**src/rtl/axis_pkg.sv**
```systemverilog
// Shared definitions for the AXI-Stream packet FIFO.
//   AXIS_DATA_W : default beat data width
//   beat_t      : one stored beat, {last, data}
//   HOLD/RELEASE: store-and-forward release state encoding
package axis_pkg;

  localparam int AXIS_DATA_W = 8;

  typedef struct packed {
    logic                   last;
    logic [AXIS_DATA_W-1:0] data;
  } beat_t;

  localparam logic [0:0] HOLD    = 1'b0;
  localparam logic [0:0] RELEASE = 1'b1;

  // Pack a beat into the {last, data} layout used by the storage array.
  function automatic beat_t make_beat(input logic last, input logic [AXIS_DATA_W-1:0] data);
    beat_t b;
    b.last = last;
    b.data = data;
    return b;
  endfunction

endpackage

```
**src/rtl/axis_fifo_mem.sv**
```systemverilog
// Storage array for the packet FIFO: DEPTH entries of {last, data}.
// Ports:
//   clk   : write clock
//   we    : write enable, writes wdata at waddr on the rising edge
//   waddr : write address
//   wdata : {last, data} to store
//   raddr : read address
//   rdata : {last, data} at raddr, combinational (first-word-fall-through)
module axis_fifo_mem
  import axis_pkg::*;
#(
  parameter int DATA_W = AXIS_DATA_W,
  parameter int DEPTH  = 16
) (
  input  logic                     clk,
  input  logic                     we,
  input  logic [$clog2(DEPTH)-1:0] waddr,
  input  logic [DATA_W:0]          wdata,
  input  logic [$clog2(DEPTH)-1:0] raddr,
  output logic [DATA_W:0]          rdata
);

  logic [DATA_W:0] mem_q [DEPTH];

  // Contents are not reset: pointers and level define which entries are live.
  always_ff @(posedge clk) begin
    if (we) begin
      mem_q[waddr] <= wdata;
    end
  end

  assign rdata = mem_q[raddr];

endmodule

```
**src/rtl/axis_pkt_fifo.sv**
```systemverilog
// Synchronous AXI-Stream FIFO with tlast, optional store-and-forward.
// Ports:
//   clk, reset          : clock, asynchronous active-low reset
//   s_data/s_valid/s_last/s_ready : input stream
//   m_data/m_valid/m_last/m_ready : output stream (first-word-fall-through)
//   level       : entries stored
//   pkt_count   : last beats stored
//   almost_full : level >= AFULL_TH
//   overflow    : sticky, an oversize packet forced cut-through release
module axis_pkt_fifo
  import axis_pkg::*;
#(
  parameter int DATA_W   = AXIS_DATA_W,
  parameter int DEPTH    = 16,
  parameter int PKT_MODE = 0,
  parameter int AFULL_TH = DEPTH - 2
) (
  input  logic                   clk,
  input  logic                   reset,
  input  logic [DATA_W-1:0]      s_data,
  input  logic                   s_valid,
  output logic                   s_ready,
  input  logic                   s_last,
  output logic [DATA_W-1:0]      m_data,
  output logic                   m_valid,
  input  logic                   m_ready,
  output logic                   m_last,
  output logic [$clog2(DEPTH):0] level,
  output logic [$clog2(DEPTH):0] pkt_count,
  output logic                   almost_full,
  output logic                   overflow
);

  localparam int AW = $clog2(DEPTH);
  localparam int LW = AW + 1;
  localparam logic [LW-1:0] FULL_L = LW'(DEPTH);
  localparam logic [LW-1:0] AFULL_L = LW'(AFULL_TH);

  logic [AW-1:0] wr_ptr_q, wr_ptr_d;
  logic [AW-1:0] rd_ptr_q, rd_ptr_d;
  logic [LW-1:0] level_q, level_d;
  logic [LW-1:0] pkt_count_q, pkt_count_d;
  logic [0:0]    state_q, state_d;
  logic          overflow_q, overflow_d;
  // Cleared by reset, set on the first edge after release; keeps s_ready
  // low and the output beat at zero while the block is held in reset.
  logic          run_q, run_d;

  logic          wr;
  logic          rd;
  logic [DATA_W:0] rd_beat;

  axis_fifo_mem #(
    .DATA_W (DATA_W),
    .DEPTH  (DEPTH)
  ) u_mem (
    .clk   (clk),
    .we    (wr),
    .waddr (wr_ptr_q),
    .wdata ({s_last, s_data}),
    .raddr (rd_ptr_q),
    .rdata (rd_beat)
  );

  // Ready depends only on the stored level: a full FIFO refuses a beat even
  // when the sink drains one in the same cycle.
  assign s_ready = run_q && (level_q != FULL_L);

  // Store-and-forward holds output until a complete packet is present, or
  // until an oversize packet has forced the release state.
  assign m_valid = (level_q != '0) &&
                   ((PKT_MODE == 0) || (pkt_count_q != '0) || (state_q == RELEASE));

  assign m_data      = run_q ? rd_beat[DATA_W-1:0] : '0;
  assign m_last      = run_q ? rd_beat[DATA_W]     : 1'b0;
  assign level       = level_q;
  assign pkt_count   = pkt_count_q;
  assign almost_full = (level_q >= AFULL_L);
  assign overflow    = overflow_q;

  assign wr = s_valid && s_ready;
  assign rd = m_valid && m_ready;

  always_comb begin
    wr_ptr_d    = wr_ptr_q;
    rd_ptr_d    = rd_ptr_q;
    level_d     = level_q;
    pkt_count_d = pkt_count_q;
    state_d     = state_q;
    overflow_d  = overflow_q;
    run_d       = 1'b1;

    if (wr) begin
      wr_ptr_d = wr_ptr_q + AW'(1);
    end
    if (rd) begin
      rd_ptr_d = rd_ptr_q + AW'(1);
    end

    case ({wr, rd})
      2'b10:   level_d = level_q + LW'(1);
      2'b01:   level_d = level_q - LW'(1);
      default: level_d = level_q;
    endcase

    case ({wr && s_last, rd && m_last})
      2'b10:   pkt_count_d = pkt_count_q + LW'(1);
      2'b01:   pkt_count_d = pkt_count_q - LW'(1);
      default: pkt_count_d = pkt_count_q;
    endcase

    if (PKT_MODE != 0) begin
      if (state_q == HOLD) begin
        // Full with no packet end stored: the packet cannot fit, so stream it
        // out rather than deadlock, and flag the oversize event.
        if ((level_q == FULL_L) && (pkt_count_q == '0)) begin
          state_d    = RELEASE;
          overflow_d = 1'b1;
        end
      end else if (rd && m_last) begin
        state_d = HOLD;
      end
    end
  end

  always_ff @(posedge clk or negedge reset) begin
    if (!reset) begin
      wr_ptr_q    <= '0;
      rd_ptr_q    <= '0;
      level_q     <= '0;
      pkt_count_q <= '0;
      state_q     <= HOLD;
      overflow_q  <= 1'b0;
      run_q       <= 1'b0;
    end else begin
      wr_ptr_q    <= wr_ptr_d;
      rd_ptr_q    <= rd_ptr_d;
      level_q     <= level_d;
      pkt_count_q <= pkt_count_d;
      state_q     <= state_d;
      overflow_q  <= overflow_d;
      run_q       <= run_d;
    end
  end

endmodule

```
**config.mk**
```make
export PLATFORM = sky130hd
export DESIGN_NAME = axis_pkt_fifo
export DESIGN_NICKNAME = d
export VERILOG_FILES = /design/src/rtl/axis_pkg.sv /design/src/rtl/axis_fifo_mem.sv /design/src/rtl/axis_pkt_fifo.sv
export SDC_FILE = /design/constraint.sdc
export NUM_CORES = 1
export LEC_CHECK = 0
export CAP_MARGIN = 20
export CORE_ASPECT_RATIO = 0.6
export CORE_MARGIN = 10
export CORE_UTILIZATION = 54
export CTS_CLUSTER_DIAMETER = 40
export DETAILED_ROUTE_END_ITERATION = 8
export PLACE_DENSITY = 0.76
export SLEW_MARGIN = 5
export SYNTH_ARGS = -nofsm -noshare
export SYNTH_HDL_FRONTEND = slang
export SYNTH_SLANG_ARGS = --single-unit
```
**constraint.sdc**
```tcl
create_clock -name clk -period 2.7 [get_ports clk]
set_input_delay 0.54 -clock clk [delete_from_list [all_inputs] [get_ports clk]]
set_output_delay 0.54 -clock clk [all_outputs]
set_load 0.01 [all_outputs]
```
-- Word-level counts from Yosys, hierarchy flattened
Memory sizes are Yosys's and may differ from the RTL's.
Cells that the tools add are included.
- bits in latches: 0
- register bits after elaboration: 19
- output and inout bits: 23
- RAM bits: 144
- word-level logic and storage cells: 32
- input bits: 13
- memories: 1
- bits in read-only memories: 0
- memories (name ; words ; width ; read ports ; clocked after memory_dff ; write ports ; line ; text):
    u_mem.mem_q ; 16 ; 9 ; 1 ; 0 ; 1 ; axis_fifo_mem.sv:23 ; logic [DATA_W:0] mem_q [DEPTH];
- muxes and demuxes: 6
- $mul: 0
- add/sub/neg operators: 6
- eq/ne operators: 5
- divide/modulo/power cells: 0
- bitwise operators: 0
- shift-type cells: 0
- $lt $le $gt $ge: 1
- reductions and logical operators: 8
- operator list (cell ; count):
    one-hot mux 5 bit (2 select lines) ; 2
    adder 5 x 1 -> 5 bit (second input constant) ; 2
    subtractor 5 x 1 -> 5 bit (second input constant) ; 2
    adder 4 x 1 -> 4 bit (second input constant) ; 2
    2-to-1 mux 8 bit ; 1
    >= comparator 5 x 4 -> 1 bit (second input constant) ; 1
    logical AND 1 bit ; 5
    != test 5 bit (second input constant) ; 1
    nonzero test 5 bit ; 1
    equality test 2 x 1 -> 1 bit (second input constant) ; 2
    equality test 2 bit (second input constant) ; 2
    nonzero test 2 bit ; 2
    2-to-1 mux 1 bit ; 3

-- Longest topological paths before layout
- depth after elaboration: 6
- mapped depth: 13
- mapped depth without buffers: 11

-- Hierarchy
From an unflattened synthesis, not the netlist that was laid out.
- cell total of the unflattened synthesis: 367
- area, all modules: 6832.8 µm²
- by module, submodules not included (module ; area each (µm²) ; sequential area each (µm²) ; times used ; cells an instance):
    axis_fifo_mem ; 5600.4 ; 4324.1 ; 1 ; 245
    axis_pkt_fifo ; 1232.4 ; 475.5 ; 1 ; 122

-- Worst setup path after synthesis
OpenSTA, ideal clock, no wires.
- path kind: register to register
- start point: register level_q[0], in the netlist level[0]
- end point: register pkt_count_q[4], in the netlist pkt_count[4]
- buffers on the path: 0
- stages on the path, launching flop included: 11
- arrival: 2.743 ns
- slack: -0.197 ns
- setup time: 0.154 ns
- period minus slack after synthesis: 2.897 ns
- required time: 2.546 ns
- path through: dfrtp_1 -> nor4_4 -> a21boi_2 -> and2_1 -> a32o_1 -> ha_1 -> ha_1 -> nor2b_1 -> o21a_1 -> o311ai_0 -> o311ai_0
- elaborated cells on any way between the ends: 11
- those cells by class: eq/ne (3); mux (1); reduce/logical (7)
- RTL lines (what ; line ; text):
    start: declaration ; axis_pkt_fifo.sv:41 ; logic [LW-1:0] level_q, level_d;
    start signal: assignment ; axis_pkt_fifo.sv:138 ; level_q <= level_d;
    nonzero test 5 bit (*) ; axis_pkt_fifo.sv:71 ; assign m_valid = (level_q != '0) &&
    logical AND 1 bit (*) ; axis_pkt_fifo.sv:82 ; assign rd = m_valid && m_ready;
    via rd ; axis_pkt_fifo.sv:50 ; logic rd;
    logical AND 1 bit (*) ; axis_pkt_fifo.sv:106 ; case ({wr && s_last, rd && m_last})
    equality test 2 x 1 -> 1 bit or equality test 2 bit (tied branches) ; axis_pkt_fifo.sv:106 ;
    one-hot mux 5 bit (2 select lines) or nonzero test 2 bit (tied branches) ; n/a ;
    end signal: assignment ; axis_pkt_fifo.sv:139 ; pkt_count_q <= pkt_count_d;
    end: declaration ; axis_pkt_fifo.sv:42 ; logic [LW-1:0] pkt_count_q, pkt_count_d;
The timed path passes the listed nets; every way through them passes the cells marked *.
A chain may end at the register's enable or synchronous reset.

-- Worst setup path after layout
- start point: register rd_ptr_q[0]
- end point: output port m_data[4]
- word-level cells in the longest chain between the ends: 2
- ends and longest elaborated chain (what ; line ; text):
    start: declaration ; axis_pkt_fifo.sv:40 ; logic [AW-1:0] rd_ptr_q, rd_ptr_d;
    start signal: assignment ; axis_pkt_fifo.sv:137 ; rd_ptr_q <= rd_ptr_d;
    memory read (16 x 9 bit) ; n/a ;
    2-to-1 mux 8 bit ; axis_pkt_fifo.sv:74 ; assign m_data = run_q ? rd_beat[DATA_W-1:0] : '0;
    end: declaration ; axis_pkt_fifo.sv:24 ; output logic [DATA_W-1:0] m_data,
Every way passes these cells.

==> results_dict.tcl <==
set metrics [dict create \
    fmax_mhz 370 \
    drc 0 \
    place_ws_ns -0.314 \
    multi_input_area_um2 2150 \
    critical_path_class "reg2out" \
    core-area_um2 12300 \
    port_buffers 34 \
    cp_slowest_cell "mux4_2" \
    rsz0062_at_grt "true" \
    yosysWarnings 0 \
    synth_fa_ha_area_share_pct 2.94 \
    syn2layout_area_growth_pct 26.1 \
    cts_tree "built" \
    grt_overflow 0 \
    hold_violations 0 \
    cts-root-buf "clkbuf_16" \
    place.gp.congestion 0.784 \
    fin_crit_ns 2.70 \
    async_flop_share_pct 11.7 \
    worst_pin_slew_ns 0.679 \
    initial_utilization_pct 56.2 \
    antenna_cells 0 \
    yosys.area_share.simple_pct 6.20 \
    synth_mux_area_share_pct 10.8 \
    grt_pass1_wl_um 23600 \
    drt-total-wl_um 15700 \
    met3_usage_pct 5.65 \
    cp_num_buf_inv 3 \
    postLayoutCellArea_um2 8680 \
    worst_setup_path_end_kind "output pin" \
    busiest_layer "met2" \
    maxCapViolCount 0 \
    hold_path_class "in2async" \
    drive_gt1_share_pct 32.8 \
    ioPinCount 36 \
    violations "setup timing" \
    leakagePower_nw 3.12 \
    die-width_um 166 \
    holdBufCountCts 0 \
    drv_slew 0 \
    routedWlPerCell_um 22.4 \
    hpwl_um 9620 \
    final_nets 551 \
    cp_max_fo 5 \
    synth_top_cell_by_area "edfxtp_1" \
    syn_avg_cell_area_um2 16.4 \
    cp_cell_sequence "buf_12 > buf_6 > mux4_2 > a22oi_2 > o21ai_1 > buf_2" \
    antenna_found_initial 0 \
    clock_path_buffers 2 \
    hold_slack_ns 0.464 \
    clk_latency_ns 0.42 \
    synth_compound_area_share_pct 6.07 \
    die-area_um2 17800 \
    seq_area_frac_synth_pct 69.7 \
    peakVddDrop_mv 0.644 \
    slew_headroom_pct 54.6 \
    setup_slack_ns -0.00206 \
    clkTransAtPathRegs_ns 0.06 \
    finClkSkew_ns 0.00892 \
    fill_cells 754 \
    synth_edf_count 144 \
    crit_required_ns 2.16 \
    cpPeakStageDelay_ns 0.56 \
    synth_area_um2 6880 \
    arrival_ns 2.16 \
    track_usage_pct 17.5 \
    cts_max_level 4 \
    p_per_area_nw_per_um2 1050 \
    met2_usage_pct 25.7 \
    cts_buffers 17 \
    synthTopCellsByArea "edfxtp_1 63%, dfrtp_1 6.9%, mux4_2 5.9%, mux2i_1 3.8%, ha_1 2.4%" \
    fp.dieH_um 107 \
    grt_max_degree 40 \
    grt_pass1_vias 4026 \
    postPlaceCellArea_um2 7750 \
    synth_common_cells "144 x edfxtp_1, 26 x mux2i_1, 26 x nand2_1" \
    detail-route-antenna-nets 0 \
    cts.sinks 163 \
    route.vias.total 4043 \
    critPathLaunchType "flip-flop" \
    ys.flop_type "edfxtp_1" \
    finalSetupViolCount 1 \
    drtPass1Iterations 7 \
    syn_nets 449 \
    regArea_um2 4810 \
    crit_family "multiplexers" \
    vias_per_cell 5.77 \
    status "finished with violations" \
    yosys.area.top_type_share_pct 62.8 \
    synthXorXnorAreaFrac_pct 1.53 \
    synth.distinct_cells 50 \
    drtIter0Drc 361 \
    period_share_pct 100 \
    synth_top_family_by_area "multiplexers" \
    yosysMostFrequentCell "edfxtp_1" \
    rows 31 \
    syn_inst 421 \
    yosys_register_bits 163 \
    use_met1_pct 24.3 \
]
[stage by stage]
stage | std cells | util (%) | TNS, ns | power (mW)
after floorplan | 421 | - | -0.0645 | 5.07
after global placement | 652 | 63.2 | -0.895 | 6.16
after detailed placement | 652 | 63.2 | -1.09 | 6.26
after CTS | 694 | 69.7 | -0.0824 | 8.87
after global routing | 701 | 70.8 | -0.311 | 9.53
final | 701 | 70.8 | -0.00206 | 9.07
[worst paths after layout]
path | start | slack [ns] | cells after the start | end
min in group clk | pkt_count[0]$_DFFE_PN0P_ | 0.54 | 1 | pkt_count[0]$_DFFE_PN0P_
min reg2reg | pkt_count[0]$_DFFE_PN0P_ | 0.54 | 1 | pkt_count[0]$_DFFE_PN0P_
max | rd_ptr_q[0]$_DFFE_PN0P_ | -0.002 | 6 | m_data[4]
max in group asynchronous | reset | 1.98 | 2 | rd_ptr_q[1]$_DFFE_PN0P_
min | reset | 0.46 | 2 | level[2]$_DFFE_PN0P_
max reg2reg | rd_ptr_q[2]$_DFFE_PN0P_ | 0.06 | 10 | pkt_count[4]$_DFFE_PN0P_
[placed cells by master, fill, tap and decap left out, types with 3 or more instances in the layout]
cell type,n
a22oi_2,10
buf_4,63
clkinv_2,3
o21ai_1,8
edfxtp_1,144
nor3_1,7
ha_1,9
a21oi_1,3
mux2i_1,26
nor2b_2,3
nand3_1,8
nor2b_1,6
ha_4,4
buf_2,7
dfrtp_2,5
clkdlybuf4s50_1,25
clkbuf_1,8
mux4_2,18
dfrtp_1,14
a22oi_1,3
nand2_1,26
clkbuf_16,19
o21ai_0,7
xor2_1,5
inv_1,10
xnor2_1,7
mux2_2,6
nor2_1,16
buf_12,5
a211oi_1,6
[what timing repair did]
action,in CTS,in global routing
resized for setup,68,28
setup endpoints to repair,11,12
setup buffers,10,8
hold endpoints to repair,0,0
gates cloned,2,0
pin swaps,16,17
[layout make-up]
cell class	instances	share of cell area, %
Tap cell	165	2.38
Timing Repair Buffer	105	10.7
Clock inverter	4	0.260
Sequential cell	163	55.4
Clock buffer	28	5.98
Multi-Input combinational cell	223	24.7
Inverter	13	0.591
[logic make-up (layout without fill, tap and decap cells)]
| logic type | after synthesis | count (layout) |
|---|---|---|
| flip-flops | 163 | 163 |
| AND/OR/NAND/NOR | 84 | 84 |
| AO/OA/AOI/OAI | 59 | 59 |
| multiplexers | 51 | 51 |
| buffers and inverters | 35 | 150 |
| adder cells (fa/ha/maj) | 15 | 15 |
| XOR/XNOR | 12 | 12 |
| other | 2 | 2 |
[registers in the layout, summed over array words and instances, names as in the netlist]
register / cells
rd_ptr_q: 4
level: 5
pkt_count: 5
wr_ptr_q: 4
run_q: 1
u_mem.mem_q: 144
[where the power goes]
group | leakage, nW | total, mW | switching, mW | internal, mW
Combinational | 1.33 | 3.60 | 1.76 | 1.84
Clock | 0.263 | 2.22 | 0.911 | 1.31
Sequential | 1.52 | 3.26 | 0.250 | 3.01
Total | 3.12 | 9.07 | 2.92 | 6.16
[routing by layer]
layer | up-vias | share of wire [%]
li1 | 1824 | -
met1 | 2039 | 44
met2 | 166 | 45
met3 | 14 | 9.5
met4 | 0 | 0.86
met5 | - | 0
(Power assumes the default switching activity.)
